### config.mk
export PLATFORM = sky130hd
export DESIGN_NAME = spw_rx_drain
export DESIGN_NICKNAME = d
export VERILOG_FILES = /design/src/rtl/spw_rx_drain.sv
export SDC_FILE = /design/constraint.sdc
export NUM_CORES = 1
export LEC_CHECK = 0
export CAP_MARGIN = 20
export CORE_UTILIZATION = 66
export CTS_BUF_LIST = sky130_fd_sc_hd__clkbuf_4 sky130_fd_sc_hd__clkbuf_8
export DETAILED_ROUTE_END_ITERATION = 10
export PLACE_DENSITY_LB_ADDON = 0.08
export SETUP_SLACK_MARGIN = 0.15
export SYNTH_ARGS = -nofsm -noshare
export SYNTH_HDL_FRONTEND = slang
export SYNTH_SLANG_ARGS = --single-unit
export TNS_END_PERCENT = 50
### constraint.sdc
create_clock -name CLOCK -period 6.6 [get_ports CLOCK]
set_input_delay 0.66 -clock CLOCK [delete_from_list [all_inputs] [get_ports CLOCK]]
set_output_delay 0.66 -clock CLOCK [all_outputs]
set_load 0.005 [all_outputs]
### src/rtl/spw_rx_drain.sv
// ============================================================================
// Module   : spw_rx_drain
// Purpose  : Receive drain stage behind the SpaceWire codec RX FIFO. Pops
//            codec characters into a local 9-bit packet buffer, tracks
//            packet boundaries, last packet length and EEP count, and
//            offers a simple registered host read port.
// Revision : 1.0 - initial release
// ============================================================================
`default_nettype none

module spw_rx_drain #(
  parameter int DEPTH = 64,
  parameter int LEN_W = 16
) (
  input  logic                     CLOCK,
  input  logic                     RESET,
  input  logic                     RX_EMPTY,
  input  logic [8:0]               DATA_O,
  output logic                     RD_DATA,
  input  logic                     CLEAR,
  input  logic                     HOST_RD,
  output logic [8:0]               HOST_DATA,
  output logic                     HOST_VALID,
  output logic                     HOST_EMPTY,
  output logic                     HOST_FULL,
  output logic [$clog2(DEPTH):0]   PKT_CNT,
  output logic [LEN_W-1:0]         LAST_LEN,
  output logic [7:0]               EEP_CNT
);

  localparam int c_AW = $clog2(DEPTH);
  localparam int c_CW = c_AW + 1;

  typedef enum logic [1:0] {
    ST_IDLE    = 2'd0,
    ST_READ    = 2'd1,
    ST_CAPTURE = 2'd2
  } state_t;

  state_t              r_state;
  logic                r_rd_data;
  logic [8:0]          r_mem [DEPTH];
  logic [c_AW-1:0]     r_wr_ptr;
  logic [c_AW-1:0]     r_rd_ptr;
  logic [c_CW-1:0]     r_count;
  logic [c_CW-1:0]     r_pkt_cnt;
  logic [LEN_W-1:0]    r_run_len;
  logic [LEN_W-1:0]    r_last_len;
  logic [7:0]          r_eep_cnt;
  logic [8:0]          r_host_data;
  logic                r_host_valid;

  logic                w_wr;
  logic                w_rd;
  logic [8:0]          w_head;
  logic                w_wr_mark;
  logic                w_rd_mark;
  logic                w_is_eep;

  // CLEAR kills both the in-flight capture and any same-cycle host pop.
  assign w_wr      = (r_state == ST_CAPTURE) && !CLEAR;
  assign w_rd      = HOST_RD && (r_count != '0) && !CLEAR;
  assign w_head    = r_mem[r_rd_ptr];
  assign w_wr_mark = w_wr && DATA_O[8];
  assign w_rd_mark = w_rd && w_head[8];
  // Any marker that is not a clean EOP counts as an error end.
  assign w_is_eep  = (DATA_O[7:0] != 8'h00);

  assign RD_DATA    = r_rd_data;
  assign HOST_DATA  = r_host_data;
  assign HOST_VALID = r_host_valid;
  assign HOST_EMPTY = (r_count == '0);
  assign HOST_FULL  = (r_count == c_CW'(DEPTH));
  assign PKT_CNT    = r_pkt_cnt;
  assign LAST_LEN   = r_last_len;
  assign EEP_CNT    = r_eep_cnt;

  // Drain FSM: full check happens in IDLE, so a pop always finds room.
  always_ff @(posedge CLOCK) begin
    if (RESET || CLEAR) begin
      r_state   <= ST_IDLE;
      r_rd_data <= 1'b0;
    end else begin
      unique case (r_state)
        ST_IDLE: begin
          if (!RX_EMPTY && !HOST_FULL) begin
            r_state   <= ST_READ;
            r_rd_data <= 1'b1;
          end
        end
        ST_READ: begin
          r_state   <= ST_CAPTURE;
          r_rd_data <= 1'b0;
        end
        ST_CAPTURE: begin
          r_state   <= ST_IDLE;
          r_rd_data <= 1'b0;
        end
        default: begin
          r_state   <= ST_IDLE;
          r_rd_data <= 1'b0;
        end
      endcase
    end
  end

  // Character storage; contents need no reset since occupancy gates reads.
  always_ff @(posedge CLOCK) begin
    if (w_wr) begin
      r_mem[r_wr_ptr] <= DATA_O;
    end
  end

  // Buffer pointers and occupancy; simultaneous write and pop cancel out.
  always_ff @(posedge CLOCK) begin
    if (RESET || CLEAR) begin
      r_wr_ptr <= '0;
      r_rd_ptr <= '0;
      r_count  <= '0;
    end else begin
      if (w_wr) r_wr_ptr <= r_wr_ptr + c_AW'(1);
      if (w_rd) r_rd_ptr <= r_rd_ptr + c_AW'(1);
      unique case ({w_wr, w_rd})
        2'b10:   r_count <= r_count + c_CW'(1);
        2'b01:   r_count <= r_count - c_CW'(1);
        default: r_count <= r_count;
      endcase
    end
  end

  // Registered host read port: data and a one-cycle valid pulse.
  always_ff @(posedge CLOCK) begin
    if (RESET) begin
      r_host_data  <= '0;
      r_host_valid <= 1'b0;
    end else begin
      r_host_valid <= w_rd;
      if (w_rd) r_host_data <= w_head;
    end
  end

  // Packet bookkeeping: running length, last length, packet and EEP counts.
  always_ff @(posedge CLOCK) begin
    if (RESET || CLEAR) begin
      r_pkt_cnt  <= '0;
      r_run_len  <= '0;
      r_last_len <= '0;
      r_eep_cnt  <= '0;
    end else begin
      unique case ({w_wr_mark, w_rd_mark})
        2'b10:   r_pkt_cnt <= r_pkt_cnt + c_CW'(1);
        2'b01:   r_pkt_cnt <= r_pkt_cnt - c_CW'(1);
        default: r_pkt_cnt <= r_pkt_cnt;
      endcase
      if (w_wr) begin
        if (DATA_O[8]) begin
          r_last_len <= r_run_len;
          r_run_len  <= '0;
          if (w_is_eep && (r_eep_cnt != 8'hFF)) r_eep_cnt <= r_eep_cnt + 8'd1;
        end else if (r_run_len != '1) begin
          r_run_len <= r_run_len + LEN_W'(1);
        end
      end
    end
  end

endmodule

`default_nettype wire

Word level (Yosys, flattened, before mapping)
Memories as Yosys holds them, arrays and structs flattened. A register that Yosys moved wholly into a read port is not among the register bits.
Index checks and enable logic that the tools add are counted.
{"block": "op_classes", "n_addsub": 8, "eq_ne": 10, "reduce_logical": 22, "mux": 10, "bitwise": 1}
{"cell": "$mux 16", "count": 2}
{"cell": "$pmux 7 s2", "count": 2}
{"cell": "$add 16x1->16 const B", "count": 1}
{"cell": "$ne 16x16->1 const B", "count": 1}
{"cell": "$add 7x1->7 const B", "count": 2}
{"cell": "$sub 7x1->7 const B", "count": 2}
{"cell": "$add 6x1->6 const B", "count": 2}
{"cell": "$mux 6", "count": 2}
{"cell": "$add 8x1->8 const B", "count": 1}
{"cell": "$ne 8x8->1 const B", "count": 1}
{"cell": "$reduce_bool 8->1", "count": 1}
{"cell": "$eq 7x7->1 const B", "count": 1}
{"cell": "$logic_and 1x1->1", "count": 7}
{"cell": "$logic_not 7->1", "count": 1}
{"cell": "$reduce_bool 7->1", "count": 1}
{"cell": "$eq 2x1->1 const B", "count": 3}
{"cell": "$eq 2x2->1 const B", "count": 3}
{"cell": "$reduce_bool 2->1", "count": 3}
{"cell": "$pmux 2 s2", "count": 1}
{"cell": "$reduce_and 2->1", "count": 2}
{"cell": "$logic_not 1->1", "count": 3}
{"cell": "$reduce_and 3->1", "count": 1}
{"cell": "$logic_not 2->1", "count": 1}
{"cell": "$mux 1", "count": 2}
{"cell": "5 further kinds", "count": 5}
{"block": "totals", "n_memories": 1, "in_bits": 14, "reg_bits": 79, "output_inout_bits": 44, "ram_bits": 576}
{"memory": "r_mem", "depth": 64, "word_bits": 9, "read_ports": 1, "rd_ports_with_merged_regs": 1, "write_ports": 1, "line": "42", "rtl": "logic [8:0] r_mem [DEPTH];"}

Depth between registers and ports, before layout
{"block": "depth", "word_depth": 6, "depth_mapped": 17}

Worst setup path after synthesis
No wires, ideal clock.
{"block": "synth_path", "path_type": "reg2reg", "from": "reg with a tool-made name", "to": "reg r_pkt_cnt[6] (netlist: PKT_CNT[6])", "setup_slack_ns": 3.188, "arrival_time_ns": 3.285, "n_path_buf": 2, "setup_time_ns": 0.128, "stages_incl_launch_ff": 16, "required_time_ns": 6.472, "cell_sequence": "dfxtp_1 -> buf_6 -> buf_12 -> mux4_1 -> mux2_2 -> o21ai_1 -> a2bb2oi_2 -> a21oi_1 -> ha_1 -> fa_1 -> a21oi_1 -> o21bai_1 -> a211o_1 -> o311ai_0 -> xnor2_1 -> nor2_1"}
{"element": "end signal, assigned", "line": "151", "rtl": "2'b10: r_pkt_cnt <= r_pkt_cnt + c_CW'(1);"}
{"element": "end signal, assigned", "line": "152", "rtl": "2'b01: r_pkt_cnt <= r_pkt_cnt - c_CW'(1);"}
{"element": "end signal, assigned", "line": "153", "rtl": "default: r_pkt_cnt <= r_pkt_cnt;"}
{"element": "end, declared", "line": "46", "rtl": "logic [c_CW-1:0] r_pkt_cnt;"}

==> out/metrics.csv <==
stage;metric;value;unit
detailed_routing;highest_layer;met4;
layout;register_area;0.0190;mm^2
setup_path;worstRegToRegCells;13;
timing;fmax;211;MHz
timing;hold_viol;0;
timing;tns;0;ns
detailed_routing;dr_wl_met3;6.98;mm
yosys;synth_seq_area_share;71.4;%
setup_path;cp.arrival;5.24;ns
setup_path;timing.rr.end;PKT_CNT[6];
floorplan;start_util;66.9;%
floorplan;die_w;203;um
power_and_ir_drop;ir_worst_vdd;175;uV
floorplan;core-area;0.0397;mm^2
layout;multi_input_area;0.00700;mm^2
yosys;synth_common_cells;edfxtp_1 (576), nor2_1 (142), mux4_2 (103);
timing;whs;0.318;ns
timing;finClkSkew;0.0274;ns
layout;drive_gt1_share;19.3;%
clock_network;cts-hold-fix-buffers;0;
detailed_routing;detail_route.vias_per_cell;6.59;
layout;antenna_cells;0;
placement;gp_congestion;0.947;
yosys;ys_seq_elements;661;
hold_path;hold_class;primary input to register;
detailed_routing;routedWlPerCell;28.0;um
clock_network;cts_tree;yes;
clock_network;clock_sinks;661;
yosys;yosys.area.top_type_share;65.0;%
hold_path;whs_path_depth;1;
yosys;synth_compound_area_share;4.21;%
floorplan;core.rowCount;73;
yosys;synth_xor_xnor_area_share;1.12;%
detailed_routing;vias;14900;
yosys;ys.flop_type;edfxtp_1;
clock_network;cts_max_level;3;
layout;utilization;74.4;%
hold_path;worstHoldEndpoint;r_mem[20][3];
clock_network;cts.reportedPaths.clkPinSlew;0.07;ns
setup_path;critPathLaunchType;register;
layout;fin_nets;1689;
yosys;synth.distinct_cells;73;
detailed_routing;drc;0;
clock_network;cts_resized;0;
clock_network;clockBufferDepth;3;
power_and_ir_drop;power.density;274;mW/mm^2
clock_network;cts_buffers;99;
grt;grt_pass1_vias;14500;
timing;setup_viol;0;
grt;grt_usage;32.0;%
placement;place_ws;1.87;ns
power_and_ir_drop;finalPower;0.00809;W
setup_path;cp-end-kind;register;
yosys;syn-mean-instance-area;17.2;um^2
yosys;synth.most_common_cell;edfxtp_1;
placement;port_buffers;57;
yosys;synth_top_family_by_area;multiplexers;
yosys;syn_area;0.0266;mm^2
grt;grt_max_degree;70;
timing;fin_crit_sh;71.9;%
yosys;synthArstFlopShare;0;%
yosys;synth_top_cell_by_area;edfxtp_1;
power_and_ir_drop;p_leak;9.14;nW
detailed_routing;route.met2.wl;29.6;mm
job;max-cap-violations;0;
timing;relSlewSlack;25.7;%
setup_path;path_max_fanout;43;
clock_network;insertion_delay;0.66;ns
detailed_routing;ant_nets;0;
yosys;syn_nets;1581;
detailed_routing;drt_iter0_markers;1743;
yosys;muxShareOfSynthArea;13.0;%
yosys;synth_warnings;0;
timing;finalMaxSlewViolations;0;
yosys;synthAdderAreaFrac;0.903;%
layout;area_growth;11.1;%
status;status;finished, final reports clean;
floorplan;io_pins;58;
timing;fin_crit;4.75;ns
floorplan;chipHeight;203;um
yosys;synth_area_leaders;edfxtp_1 (65%), mux4_2 (8.7%), dfxtp_1 (6.4%);
timing;setup_ws;1.85;ns
clock_network;clockRootBuffer;clkbuf_8;
grt;grt_pass1_wl;94.1;mm
detailed_routing;detail_route.wirelength;63.4;mm
setup_path;rrSetupSlack;1.85;ns
timing;rsz0062_at_grt;no;
yosys;synthesis.instances;1549;
detailed_routing;drt_pass1_iterations;6;
grt;grt-ovfl-total;0;
yosys;synth_edf_count;576;
clock_network;post_cts_buffers;0;
detailed_routing;drt-met1-wl;24.7;mm
floorplan;dieArea;0.0411;mm^2
grt;antenna_found_initial;0;
placement;dp_hpwl;38.8;mm
timing;worst_pin_slew;1.11;ns
setup_path;cp_data_required_time;7.10;ns
hold_path;hold_start;DATA_O[3];
yosys;yosys.area_share.simple;6.90;%
layout;fillCellCount;2379;
setup_path;crit_type;register to register;
routing by layer:
metal	GRT usage [%]	vias to the layer above
met2	48.2	867
met4	13.0	0
met5	0	-
met1	45.2	7569
li1	-	6355
met3	8.35	127
sequential cells by signal, summed over array words and instances (netlist names), named ones only:
register    flops
r_count         7
PKT_CNT         7
r_rd_ptr        6
EEP_CNT         8
r_wr_ptr        6
HOST_DATA       9
r_mem         576
RD_DATA         1
r_state         2
LAST_LEN       16
HOST_VALID      1
r_run_len      16
kinds of logic after synthesis:
group,after synthesis
flip-flops,661
AND/OR/NAND/NOR,377
multiplexers,203
AO/OA/AOI/OAI,166
buffers and inverters,90
XOR/XNOR,34
adder cells (fa/ha/maj),18
worst max-delay path by stage:
stage | end | slack (ns) | cells after the start
6_report | PKT_CNT[6] | 1.85 | 13
5_1_grt | PKT_CNT[6] | 1.47 | 13
4_1_cts | PKT_CNT[6] | 1.82 | 13
3_5_place_dp | PKT_CNT[6] | 1.87 | 13
3_3_place_gp | PKT_CNT[6] | 2.01 | 13
2_1_floorplan | PKT_CNT[6] | 3.19 | 15
worst max-delay path, stage by stage (launching register included):
cell and delay, ns:
dfxtp_4 0.93, buf_4 0.71, a211oi_1 0.11, a21oi_1 0.36, a2bb2oi_2 0.12, a21oi_1 0.43
ha_1 0.47, fa_1 0.29, a21oi_1 0.08, o21bai_1 0.28, a21oi_1 0.11, o311ai_0 0.38
xnor2_1 0.17, nor2_1 0.05
power by group:
group,leakage (nW),switching [W],total [W],internal [W]
registers,5.86,0.00000132,0.00454,0.00454
clock network,1.11,0.00154,0.00346,0.00192
logic,2.17,0.0000780,0.0000908,0.0000129
total,9.14,0.00162,0.00809,0.00647
layout by cell type (no fill, tap or decap), drive strengths merged, types with 23 or more instances in the layout:
cell type	n
mux4	112
nand2	80
dfxtp	85
clkdlybuf4s50	48
a22oi	23
buf	39
nand3	23
edfxtp	576
clkinv	38
clkbuf	140
mux2i	88
xor2	25
a21oi	54
nor2	142
nor2b	26
layout make-up:
class                           instances  area share (%)
Clock buffer                          140            5.97
Clock inverter                         43            1.08
Multi-Input combinational cell        798            23.7
Sequential cell                       661            64.3
Timing Repair Buffer                   87            2.58
Inverter                               10           0.127
Tap cell                              525            2.22
metrics by stage:
step | instance area, um^2 | instances
2_1_floorplan | 26600 | 1549
3_3_place_gp | 27400 | 2077
3_5_place_dp | 27400 | 2078
4_1_cts | 29500 | 2261
5_1_grt | 29500 | 2264
6_report | 29500 | 2264
Note: power is estimated with default switching activity, not from simulation.
